[config.mk]
export PLATFORM = sky130hd
export DESIGN_NAME = muldiv_issue_ctrl
export DESIGN_NICKNAME = d
export VERILOG_FILES = /design/src/rtl/muldiv_issue_ctrl.sv
export SDC_FILE = /design/constraint.sdc
export NUM_CORES = 1
export LEC_CHECK = 0
export CORE_ASPECT_RATIO = 1.25
export CORE_MARGIN = 2
export CORE_UTILIZATION = 33
export CTS_CLUSTER_SIZE = 40
export DETAILED_ROUTE_END_ITERATION = 16
export HOLD_SLACK_MARGIN = 0.03
export PLACE_DENSITY = 0.8
export SYNTH_ARGS = -nofsm -noshare
export SYNTH_HDL_FRONTEND = slang
export SYNTH_SLANG_ARGS = --single-unit
export TNS_END_PERCENT = 100
[constraint.sdc]
create_clock -name clk -period 6.55 [get_ports clk]
set_input_delay 0.655 -clock clk [delete_from_list [all_inputs] [get_ports clk]]
set_output_delay 0.655 -clock clk [all_outputs]
set_load 0.02 [all_outputs]
[src/rtl/muldiv_issue_ctrl.sv]
// muldiv_issue_ctrl: one-at-a-time sequencer between execute-stage issue and
// the RV32M MULDIV unit. Holds operands on the MULDIV inputs, pulses start for
// division-class ops, waits for busy to fall and returns the captured result
// with its destination index to writeback.
module muldiv_issue_ctrl #(
    parameter int RD_W = 5
) (
    input  logic            clk,
    input  logic            rst,
    input  logic            req_valid,
    output logic            req_ready,
    input  logic [31:0]     req_rs1,
    input  logic [31:0]     req_rs2,
    input  logic [2:0]      req_funct3,
    input  logic [RD_W-1:0] req_rd,
    input  logic            flush,
    output logic [31:0]     md_rs1,
    output logic [31:0]     md_rs2,
    output logic [2:0]      md_funct3,
    output logic            md_start,
    output logic            md_rstLow,
    input  logic [31:0]     md_c_out,
    input  logic            md_busy,
    output logic            wb_valid,
    input  logic            wb_ready,
    output logic [31:0]     wb_data,
    output logic [RD_W-1:0] wb_rd
);

    typedef enum logic [1:0] {
        IDLE  = 2'd0,
        ISSUE = 2'd1,
        WAIT  = 2'd2,
        DONE  = 2'd3
    } state_t;

    state_t          state_q, state_d;
    logic [31:0]     md_rs1_q, md_rs1_d;
    logic [31:0]     md_rs2_q, md_rs2_d;
    logic [2:0]      md_funct3_q, md_funct3_d;
    logic [31:0]     wb_data_q, wb_data_d;
    logic [RD_W-1:0] wb_rd_q, wb_rd_d;
    logic            abort_q, abort_d;

    // State register and datapath flops, all cleared by the asynchronous reset.
    always_ff @(posedge clk or posedge rst) begin
        if (rst) begin
            state_q     <= IDLE;
            md_rs1_q    <= '0;
            md_rs2_q    <= '0;
            md_funct3_q <= '0;
            wb_data_q   <= '0;
            wb_rd_q     <= '0;
            abort_q     <= 1'b0;
        end else begin
            state_q     <= state_d;
            md_rs1_q    <= md_rs1_d;
            md_rs2_q    <= md_rs2_d;
            md_funct3_q <= md_funct3_d;
            wb_data_q   <= wb_data_d;
            wb_rd_q     <= wb_rd_d;
            abort_q     <= abort_d;
        end
    end

    // Next-state logic; a flush outside IDLE overrides every other transition.
    always_comb begin
        state_d     = state_q;
        md_rs1_d    = md_rs1_q;
        md_rs2_d    = md_rs2_q;
        md_funct3_d = md_funct3_q;
        wb_data_d   = wb_data_q;
        wb_rd_d     = wb_rd_q;
        abort_d     = 1'b0;
        case (state_q)
            IDLE: begin
                // Operands only move here, so MULDIV's previous-operand
                // compare remains meaningful across consecutive ops.
                if (req_valid) begin
                    md_rs1_d    = req_rs1;
                    md_rs2_d    = req_rs2;
                    md_funct3_d = req_funct3;
                    wb_rd_d     = req_rd;
                    state_d     = ISSUE;
                end
            end
            ISSUE: begin
                // Busy is not yet meaningful on the start cycle.
                if (!md_funct3_q[2]) begin
                    wb_data_d = md_c_out;
                    state_d   = DONE;
                end else begin
                    state_d = WAIT;
                end
            end
            WAIT: begin
                // Special cases never raise busy and complete on the first look.
                if (!md_busy) begin
                    wb_data_d = md_c_out;
                    state_d   = DONE;
                end
            end
            DONE: begin
                if (wb_ready) begin
                    state_d = IDLE;
                end
            end
            default: state_d = IDLE;
        endcase
        if (flush && (state_q != IDLE)) begin
            state_d   = IDLE;
            wb_data_d = wb_data_q;
            abort_d   = 1'b1;
        end
    end

    // Start is pulsed for every division-class op; MULDIV itself decides
    // whether the op needs the iterative divider.
    assign md_start  = (state_q == ISSUE) && md_funct3_q[2];
    assign md_rstLow = !(rst | abort_q);
    assign req_ready = (state_q == IDLE);
    assign wb_valid  = (state_q == DONE);
    assign md_rs1    = md_rs1_q;
    assign md_rs2    = md_rs2_q;
    assign md_funct3 = md_funct3_q;
    assign wb_data   = wb_data_q;
    assign wb_rd     = wb_rd_q;

endmodule
==> results of run 1 <==
==> power by group through the flow <==
stage	Combinational, W	Clock (W)	Sequential [W]
after detailed placement	0.00204	0	0.00120
final	0.00202	0.000597	0.00119
after floorplan	0.000754	0	0.00159
after global placement	0.00199	0	0.00118
after global routing	0.00212	0.000641	0.00123
after CTS	0.00205	0.000618	0.00119
==> worst register-to-register path: cells and delay by family, from the launching register on <==
family	cells	cell delay (ns)
adders and majority gates	1	0.28
DFF	1	0.43
AOI/OAI and AO/OA	1	0.10
buffers and inverters	1	0.14
and+or+nand+nor	1	0.92
muxes	1	0.46
==> layout by cell type (no fill, tap or decap) <==
master           Yosys  final
clkinvlp_4           0      1
o32a_1               1      1
mux2i_1              1      1
nand2_4              0      1
clkinv_4             0      1
inv_1                5      4
nor2_1               1      1
clkinv_8             0      1
clkbuf_16            0      9
mux2_4              30     30
and2_1               1      1
mux2_2              74     74
a21oi_1              3      3
or3b_2               0      1
inv_6                0      2
nand3b_1             1      1
o21ai_1              1      1
nor2b_1              1      1
bufinv_16            0      2
nand2_1              3      2
dfrtp_1            107    107
inv_4                0      1
ha_1                 5      5
buf_4                0      1
nand2b_1             1      1
clkdlybuf4s50_1      0    217
==> metrics by stage <==
| stage | total power (W) | area (µm²) | instances | hold slack (ns) |
|---|---|---|---|---|
| 2_1_floorplan | 0.00235 | 4200 | 247 | 0.548 |
| 3_3_place_gp | 0.00317 | 6530 | 622 | 0.487 |
| 3_5_place_dp | 0.00324 | 6530 | 622 | 0.492 |
| 4_1_cts | 0.00385 | 6870 | 638 | 0.511 |
| 5_1_grt | 0.00399 | 6870 | 638 | 0.519 |
| 6_report | 0.00380 | 6870 | 638 | 0.508 |
==> sequential cells by signal, summed over array words and instances, names as in the netlist <==
| register | flops |
|---|---|
| md_rs1 | 32 |
| abort_q | 1 |
| md_rs2 | 32 |
| md_funct3 | 3 |
| state_q | 2 |
| wb_data | 32 |
| wb_rd | 5 |
==> kinds of logic (layout without fill, tap and decap cells) <==
logic type      Yosys count  after routing  share of synthesized area
flops                   107            107                      0.637
mux                     105            105                      0.308
buf+inv                  16            239                     0.0208
simple gates              9              9                     0.0119
fa+ha+maj                 5              5                     0.0149
compound gates            5              5                    0.00715
==> routing by layer <==
layer,up-vias,share of wire
li1,1294,-
met1,1435,0.35
met2,123,0.56
met3,23,0.051
met4,0,0.036
met5,-,0
==> cell type report <==
type                    instances  share of cell area
clock buffers                   9              0.0328
well taps                     168              0.0306
repair buffers                218               0.317
inverters                       5             0.00310
clock inverters                 7              0.0160
flip-flops and latches        107               0.390
multi-input cells             124               0.210
==> worst min-delay path by stage <==
stage	from	to
floorplan	state_q[0]$_DFFE_PP0P_	state_q[0]$_DFFE_PP0P_
CTS	md_rs1[5]$_DFFE_PP0P_	md_rs1[5]$_DFFE_PP0P_
finish	md_rs1[12]$_DFFE_PP0P_	md_rs1[12]$_DFFE_PP0P_
global placement	md_rs1[24]$_DFFE_PP0P_	md_rs1[24]$_DFFE_PP0P_
global route	md_rs2[4]$_DFFE_PP0P_	md_rs2[4]$_DFFE_PP0P_
detailed placement	md_rs1[5]$_DFFE_PP0P_	md_rs1[5]$_DFFE_PP0P_
==> reports/summary.json, run 1 <==
{
  "worst-r2r-cell-count": 5,
  "cp.required_ns": 5.89,
  "ios": 218,
  "first_pass_detailed_route_iteration_total": 4,
  "arrival_ns": 1.84,
  "rows": 46,
  "timing.max_slew.rel_slack": 0.228,
  "detailedRoute.firstIterationViolations": 61,
  "vias_per_cell": 4.51,
  "route.vias.total": 2875,
  "clkTransAtPathRegs_ns": 0.07,
  "multi_input_comb_area_um2": 1440,
  "postSynthRegisterBits": 107,
  "drcViolationCount": 0,
  "syn-cell-area_um2": 4200,
  "final_min_period_over_clock_period": 0.382,
  "final_util": 0.547,
  "cp_top_family": "buffers and inverters",
  "seq_area_um2": 2680,
  "cts_made_buffers": 9,
  "grt_setup_unrepaired": "no",
  "grt_pass1_vias": 3202,
  "synth_top_area_share": 0.637,
  "critical_path_class": "in2out",
  "reg2reg_from": "state_q[0]$_DFFE_PP0P_",
  "tritoncts_clock_tree": "built",
  "finalMaxSlewViolations": 0,
  "setup_tns_ns": 0,
  "setup_viol_count_final": 0,
  "status": "complete, no violations",
  "port-buffer-count": 217,
  "cp_max_fo": 2,
  "power.switching_fraction": 0.347,
  "worstSetupStartpointType": "input pin",
  "netSwitchingPower_w": 0.00132,
  "crit_start": "rst",
  "cts_resized": 0,
  "netlist_top_cells_count": "dfrtp_1, mux2_2, mux2_4, ha_1, inv_1",
  "synth-async-reset-ratio": 1.00,
  "crit_path_frequent_cell": "clkdlybuf4s50_1",
  "pwr-share-seq": 0.312,
  "cts.repair_timing.setup_buffer_count": 0,
  "synth.top_cells.by_area": "dfrtp_1, mux2_2, mux2_4",
  "grt_met2_use": 0.290,
  "gr-usage-met1": 0.154,
  "synth.largest_area_cell": "dfrtp_1",
  "root_buffer": "clkbuf_16",
  "gr-total-overflow": 0,
  "cts_max_level": 3,
  "syn-num-nets": 362,
  "grt.total_usage": 0.151,
  "clock_network_power_share": 0.157,
  "timing_worst_slew_pin_value_ns": 1.16,
  "hold_buffers": 0,
  "timing.critical_path.cells": "clkdlybuf4s50_1, nor2_1, clkdlybuf4s50_1",
  "dieHeight_um": 130,
  "synthCells": 247,
  "skew_ns": 0.00864,
  "ys_dominant_reg_cell": "dfrtp_1",
  "number_of_sinks_driven_by_the_clock_tree": 107,
  "hold_violations": 0,
  "hold-path-cell-count": 1,
  "dp_slack_ns": 3.71,
  "grt_first_pass_wirelength_mm": 16.1,
  "worstHoldPathType": "reg2reg",
  "postRouteAntennaNets": 0,
  "grtUsageMet3": 0.0310,
  "max_stage_delay_ns": 0.61,
  "floorplan.die.width_um": 105,
  "r2r_slack_ns": 4.11,
  "grt_antenna_before_repair": 0,
  "grt_max_degree": 73,
  "area_of_the_core_um2": 12500,
  "initial_core_util": 0.335,
  "synth.distinct_cells": 19,
  "crit_buf_inv": 2,
  "worst_r2r_endpoint": "wb_data[20]$_DFFE_PP0P_",
  "synthToLayoutAreaGrowth_pct": 63.5,
  "routed_wl_mm": 10.6,
  "synth.avg_cell_area_um2": 17.0,
  "endpoint_kind": "output port",
  "path_length_in_cells_of_the_critical_path": 3,
  "gp_congestion": 0.784,
  "fin_ws_ns": 4.05,
  "clock_tree.buffer_depth": 2,
  "max_cap_viol": 0,
  "yosysMostFrequentCell": "dfrtp_1",
  "p_int_w": 0.00248,
  "synth-warning-count": 0,
  "total_leakage_power_nw": 2.95,
  "hpwl_mm": 8.06,
  "clk_latency_ns": 0.34,
  "timing.fmax_mhz": 400,
  "wl_cell_um": 16.6,
  "top_usage_layer": "met2",
  "design.final.nets": 580,
  "finalCriticalPeriod_ns": 2.50,
  "cellPowerDensity_nw_per_um2": 553,
  "n_antenna_cell": 0,
  "end_of_the_critical_path": "md_rstLow",
  "peakVddDrop_mv": 0.201,
  "slowest_stage": "clkdlybuf4s50_1",
  "filler_cell_count": 1073,
  "floorplan.die_area_um2": 13700,
  "synth_enable_flop_cells": 0,
  "comb_power_share": 0.531,
  "drive_gt1_frac": 0.264,
  "post_synthesis_sequential_area_ratio": 0.637
}
(Power assumes the default switching activity.)
==> run 2: changes to the inputs <==
--- a/config.mk
+++ b/config.mk
@@ -11,7 +11,7 @@
 export CTS_CLUSTER_SIZE = 40
 export DETAILED_ROUTE_END_ITERATION = 16
 export HOLD_SLACK_MARGIN = 0.03
-export PLACE_DENSITY = 0.8
+export PLACE_DENSITY = 0.82
 export SYNTH_ARGS = -nofsm -noshare
 export SYNTH_HDL_FRONTEND = slang
 export SYNTH_SLANG_ARGS = --single-unit
==> constraint.sdc (replaced) <==
create_clock -name clk -period 2.25 [get_ports clk]
set_input_delay 0.225 -clock clk [delete_from_list [all_inputs] [get_ports clk]]
set_output_delay 0.225 -clock clk [all_outputs]
set_load 0.02 [all_outputs]
==> reports/summary.json, run 2 (same netlist as run 1, synthesis figures left out) <==
{
  "fin_total_pwr_w": 0.0110,
  "wl_cell_um": 16.2,
  "drcViolationCount": 0,
  "total_leakage_power_nw": 2.97,
  "routed_wl_mm": 10.4,
  "design.final.nets": 584,
  "final_min_period_over_clock_period": 0.940,
  "clock_tree.buffer_depth": 2,
  "clkTransAtPathRegs_ns": 0.07,
  "worstSetupStartpointType": "register",
  "port-buffer-count": 217,
  "layout.cells.most_common_list": "clkdlybuf4s50_1, dfrtp_1, mux2_2",
  "cts_resized": 0,
  "grt_setup_unrepaired": "no",
  "grt.total_usage": 0.152,
  "hold_buffers": 0,
  "number_of_sinks_driven_by_the_clock_tree": 107,
  "postRouteAntennaNets": 0,
  "fin_ws_ns": 0.135,
  "finalCriticalPeriod_ns": 2.11,
  "n_antenna_cell": 0,
  "hold_violations": 0,
  "area_of_the_core_um2": 12500,
  "cts_max_level": 3,
  "rows": 46,
  "worstHoldPathType": "in2async",
  "grt_max_degree": 108,
  "tritoncts_clock_tree": "built",
  "drive_gt1_frac": 0.272,
  "detailedRoute.firstIterationViolations": 68,
  "final_common_cell": "clkdlybuf4s50_1",
  "filler_cell_count": 1081,
  "route.vias.total": 2858,
  "hpwl_mm": 7.80,
  "timing_worst_slew_pin_value_ns": 0.583,
  "post-place-cells": 626,
  "gp_congestion": 0.739,
  "root_buffer": "clkbuf_16",
  "dieHeight_um": 130,
  "grt_pass1_vias": 3173,
  "arrival_ns": 2.34,
  "floorplan.die.width_um": 105,
  "cp.required_ns": 2.47,
  "grt_first_pass_wirelength_mm": 16.2,
  "ios": 218,
  "timing.max_slew.rel_slack": 0.611,
  "setup_tns_ns": 0,
  "gr-total-overflow": 0,
  "initial_core_util": 0.335,
  "synthToLayoutAreaGrowth_pct": 64.6,
  "cts.repair_timing.setup_buffer_count": 0,
  "first_pass_detailed_route_iteration_total": 4,
  "clk_latency_ns": 0.34,
  "endpoint_kind": "register",
  "cts_made_buffers": 9,
  "finalMaxSlewViolations": 0,
  "cellPowerDensity_nw_per_um2": 1590,
  "peakVddDrop_mv": 0.704,
  "max_cap_viol": 0,
  "grt_antenna_before_repair": 0,
  "final-instance-count-excl-fill": 642,
  "status": "complete, no violations",
  "cp_max_fo": 32,
  "timing.fmax_mhz": 473,
  "setup_viol_count_final": 0,
  "critical_path_class": "reg2reg",
  "floorplan.die_area_um2": 13700,
  "dp_slack_ns": 0.111,
  "vias_per_cell": 4.45,
  "skew_ns": 0.00721
}
==> run 2: cell types whose count changed in the layout (fill, tap and decap cells not counted), sizes merged <==
| cell | before | now |
|---|---|---|
| bufinv | 2 | 1 |
| clkbuf | 9 | 10 |
| inv | 7 | 6 |
| buf | 1 | 5 |
| clkinv | 2 | 3 |
==> run 2: metrics by stage <==
step	hold WS, ns	util	instance area (µm²)
6_report	0.412	0.551	6920
5_1_grt	0.477	0.551	6920
4_1_cts	0.458	0.551	6910
3_5_place_dp	0.492	0.526	6600
3_3_place_gp	0.488	0.526	6600
2_1_floorplan	0.374	-	4210
==> run 2: power by group <==
group	leakage [nW]	internal (W)	switching (W)
clock network	0.155	0.000907	0.000713
registers	1.26	0.00293	0.000519
logic	1.56	0.00334	0.00260
total	2.97	0.00718	0.00384
==> run 2: routing by layer <==
| metal | wire [µm] | up-vias | GRT usage | share of wire |
|---|---|---|---|---|
| li1 | - | 1301 | - | - |
| met1 | 3910 | 1408 | 0.167 | 0.37 |
| met2 | 5480 | 123 | 0.264 | 0.53 |
| met3 | 652 | 26 | 0.0485 | 0.063 |
| met4 | 388 | 0 | 0.0816 | 0.037 |
| met5 | 0 | - | 0 | 0 |
==> run 2: area by class of cell <==
type                       instances  area (µm²)  area share
multi-input combinational        124        1450       0.209
inverter                           5        22.5     0.00326
sequential                       107        2680       0.387
clock inverter                     6        72.6      0.0105
tap                              168         210      0.0304
timing repair buffer             222        2250       0.325
clock buffer                      10         239      0.0346
==> run 2: worst paths after layout <==
kind	start	end	slack, ns	cells after the start
hold / removal	rst	wb_data[26]$_DFFE_PP0P_	0.41	3
setup reg to reg	state_q[0]$_DFFE_PP0P_	wb_data[15]$_DFFE_PP0P_	0.14	6
min in group clk	req_rs1[3]	md_rs1[3]$_DFFE_PP0P_	0.49	2
hold reg to reg	wb_rd[0]$_DFFE_PP0P_	wb_rd[0]$_DFFE_PP0P_	0.50	1
setup / recovery	state_q[0]$_DFFE_PP0P_	wb_data[15]$_DFFE_PP0P_	0.14	6
max in group asynchronous	rst	md_rs2[9]$_DFFE_PP0P_	1.38	3
==> run 2: worst max-delay path: stages, from the launching register on <==
cell and delay, ns:
dfrtp_1 0.43, inv_1 0.13, ha_2 0.32, o21ai_1 0.07, or3b_2 0.51, buf_12 0.21
mux2_4 0.33
==> run 3: changes to the inputs <==
--- a/config.mk
+++ b/config.mk
@@ -5,7 +5,6 @@
 export SDC_FILE = /design/constraint.sdc
 export NUM_CORES = 1
 export LEC_CHECK = 0
-export CORE_ASPECT_RATIO = 1.25
 export CORE_MARGIN = 2
 export CORE_UTILIZATION = 33
 export CTS_CLUSTER_SIZE = 40
==> reports/summary.json, run 3 (same netlist as run 1, synthesis figures left out) <==
{
  "cts_resized": 0,
  "slowest_stage": "or3b_2",
  "final_util": 0.554,
  "finalCriticalPeriod_ns": 2.12,
  "timing.fmax_mhz": 472,
  "path_length_in_cells_of_the_critical_path": 6,
  "grt_first_pass_wirelength_mm": 15.1,
  "peakVddDrop_mv": 0.733,
  "first_pass_detailed_route_iteration_total": 4,
  "number_of_sinks_driven_by_the_clock_tree": 107,
  "grt_max_degree": 97,
  "worstHoldPathType": "in2async",
  "end_of_the_critical_path": "wb_data[17]$_DFFE_PP0P_",
  "clkTransAtPathRegs_ns": 0.07,
  "reg2reg_from": "state_q[0]$_DFFE_PP0P_",
  "dieHeight_um": 117,
  "worst_r2r_endpoint": "wb_data[17]$_DFFE_PP0P_",
  "floorplan.die_area_um2": 13700,
  "worstSetupStartpointType": "register",
  "post-place-cells": 630,
  "grt_setup_unrepaired": "no",
  "crit_buf_inv": 2,
  "worst-r2r-cell-count": 6,
  "skew_ns": 0.00819,
  "total_leakage_power_nw": 2.97,
  "r2r_slack_ns": 0.13,
  "timing.max_slew.rel_slack": 0.625,
  "setup_tns_ns": 0,
  "ios": 218,
  "final_common_cell": "clkdlybuf4s50_1",
  "cts_made_buffers": 9,
  "initial_core_util": 0.336,
  "placement.cell_area_um2": 6610,
  "floorplan.die.width_um": 117,
  "grt_antenna_before_repair": 0,
  "routed_wl_mm": 10.2,
  "drcViolationCount": 0,
  "detailedRoute.firstIterationViolations": 150,
  "route.vias.total": 2877,
  "final-instance-count-excl-fill": 646,
  "status": "complete, no violations",
  "clk_latency_ns": 0.34,
  "endpoint_kind": "register",
  "cellPowerDensity_nw_per_um2": 1600,
  "hold_buffers": 0,
  "root_buffer": "clkbuf_16",
  "drive_gt1_frac": 0.270,
  "max_stage_delay_ns": 0.50,
  "max_cap_viol": 0,
  "design.final.nets": 584,
  "area_of_the_core_um2": 12500,
  "cts.repair_timing.setup_buffer_count": 0,
  "tritoncts_clock_tree": "built",
  "finalMaxSlewViolations": 0,
  "wl_cell_um": 15.8,
  "layout.cells.most_common_list": "clkdlybuf4s50_1, dfrtp_1, mux2_2",
  "dp_slack_ns": 0.128,
  "critical_path_class": "reg2reg",
  "cp.required_ns": 2.48,
  "gr-total-overflow": 0,
  "synthToLayoutAreaGrowth_pct": 65.0,
  "postRouteAntennaNets": 0,
  "cts_max_level": 3,
  "hpwl_mm": 7.73,
  "port-buffer-count": 217,
  "crit_start": "state_q[0]$_DFFE_PP0P_",
  "filler_cell_count": 1053,
  "grt.total_usage": 0.145,
  "rows": 41,
  "area_of_all_placed_cells_without_fillers_um2": 6930,
  "setup_viol_count_final": 0,
  "cp_max_fo": 32,
  "cp_top_family": "simple AND/OR/NAND/NOR gates",
  "timing.critical_path.cells": "inv_1, ha_1, o21ai_1, or3b_2, buf_12, mux2_4",
  "clock_tree.buffer_depth": 2,
  "arrival_ns": 2.35,
  "final_min_period_over_clock_period": 0.942,
  "hold_violations": 0,
  "n_antenna_cell": 0,
  "timing_worst_slew_pin_value_ns": 0.563,
  "vias_per_cell": 4.45,
  "fin_ws_ns": 0.131,
  "grt_pass1_vias": 3093,
  "gp_congestion": 0.755
}
run 3: cell count changes in the layout (fill, tap and decap cells not counted):
cell / before / now
clkinv_4: 2 / 0
clkinvlp_4: 1 / 3
bufinv_16: 1 / 2
clkbuf_8: 1 / 0
ha_1: 4 / 5
ha_2: 1 / 0
run 3: worst min path at each step:
| stage | startpoint | to | slack (ns) | cells after the start |
|---|---|---|---|---|
| CTS | rst | wb_data[24]$_DFFE_PP0P_ | 0.20 | 2 |
| finish | rst | wb_data[24]$_DFFE_PP0P_ | 0.22 | 2 |
| global placement | md_rs1[11]$_DFFE_PP0P_ | md_rs1[11]$_DFFE_PP0P_ | 0.49 | 1 |
| floorplan | md_c_out[0] | wb_data[0]$_DFFE_PP0P_ | 0.37 | 1 |
| global route | rst | wb_data[22]$_DFFE_PP0P_ | 0.23 | 2 |
| detailed placement | md_rs2[4]$_DFFE_PP0P_ | md_rs2[4]$_DFFE_PP0P_ | 0.49 | 1 |
run 3: per-layer routing:
metal,global-route usage,vias to the layer above,wire length (µm)
li1,-,1305,-
met1,0.162,1434,3900
met2,0.259,119,5330
met3,0.0396,19,728
met4,0.0659,0,267
met5,0,-,0
run 3: cell type report:
| class | instances | area, µm² | area share |
|---|---|---|---|
| clock buffers | 9 | 225 | 0.0325 |
| well taps | 172 | 215 | 0.0310 |
| multi-input cells | 124 | 1440 | 0.208 |
| flip-flops and latches | 107 | 2680 | 0.386 |
| inverters | 5 | 22.5 | 0.00325 |
| clock inverters | 7 | 100 | 0.0144 |
| repair buffers | 222 | 2250 | 0.324 |
run 3: where the power goes:
part | internal, W | switching [W] | leakage, nW
clock | 0.000985 | 0.000700 | 0.154
combinational | 0.00334 | 0.00258 | 1.56
sequential | 0.00293 | 0.000528 | 1.26
run 3: stage by stage:
| step | power (W) | hold WS, ns |
|---|---|---|
| finish | 0.0111 | 0.220 |
| CTS | 0.0112 | 0.204 |
| floorplan | 0.00683 | 0.374 |
| global route | 0.0116 | 0.228 |
| global placement | 0.00929 | 0.487 |
| detailed placement | 0.00947 | 0.492 |
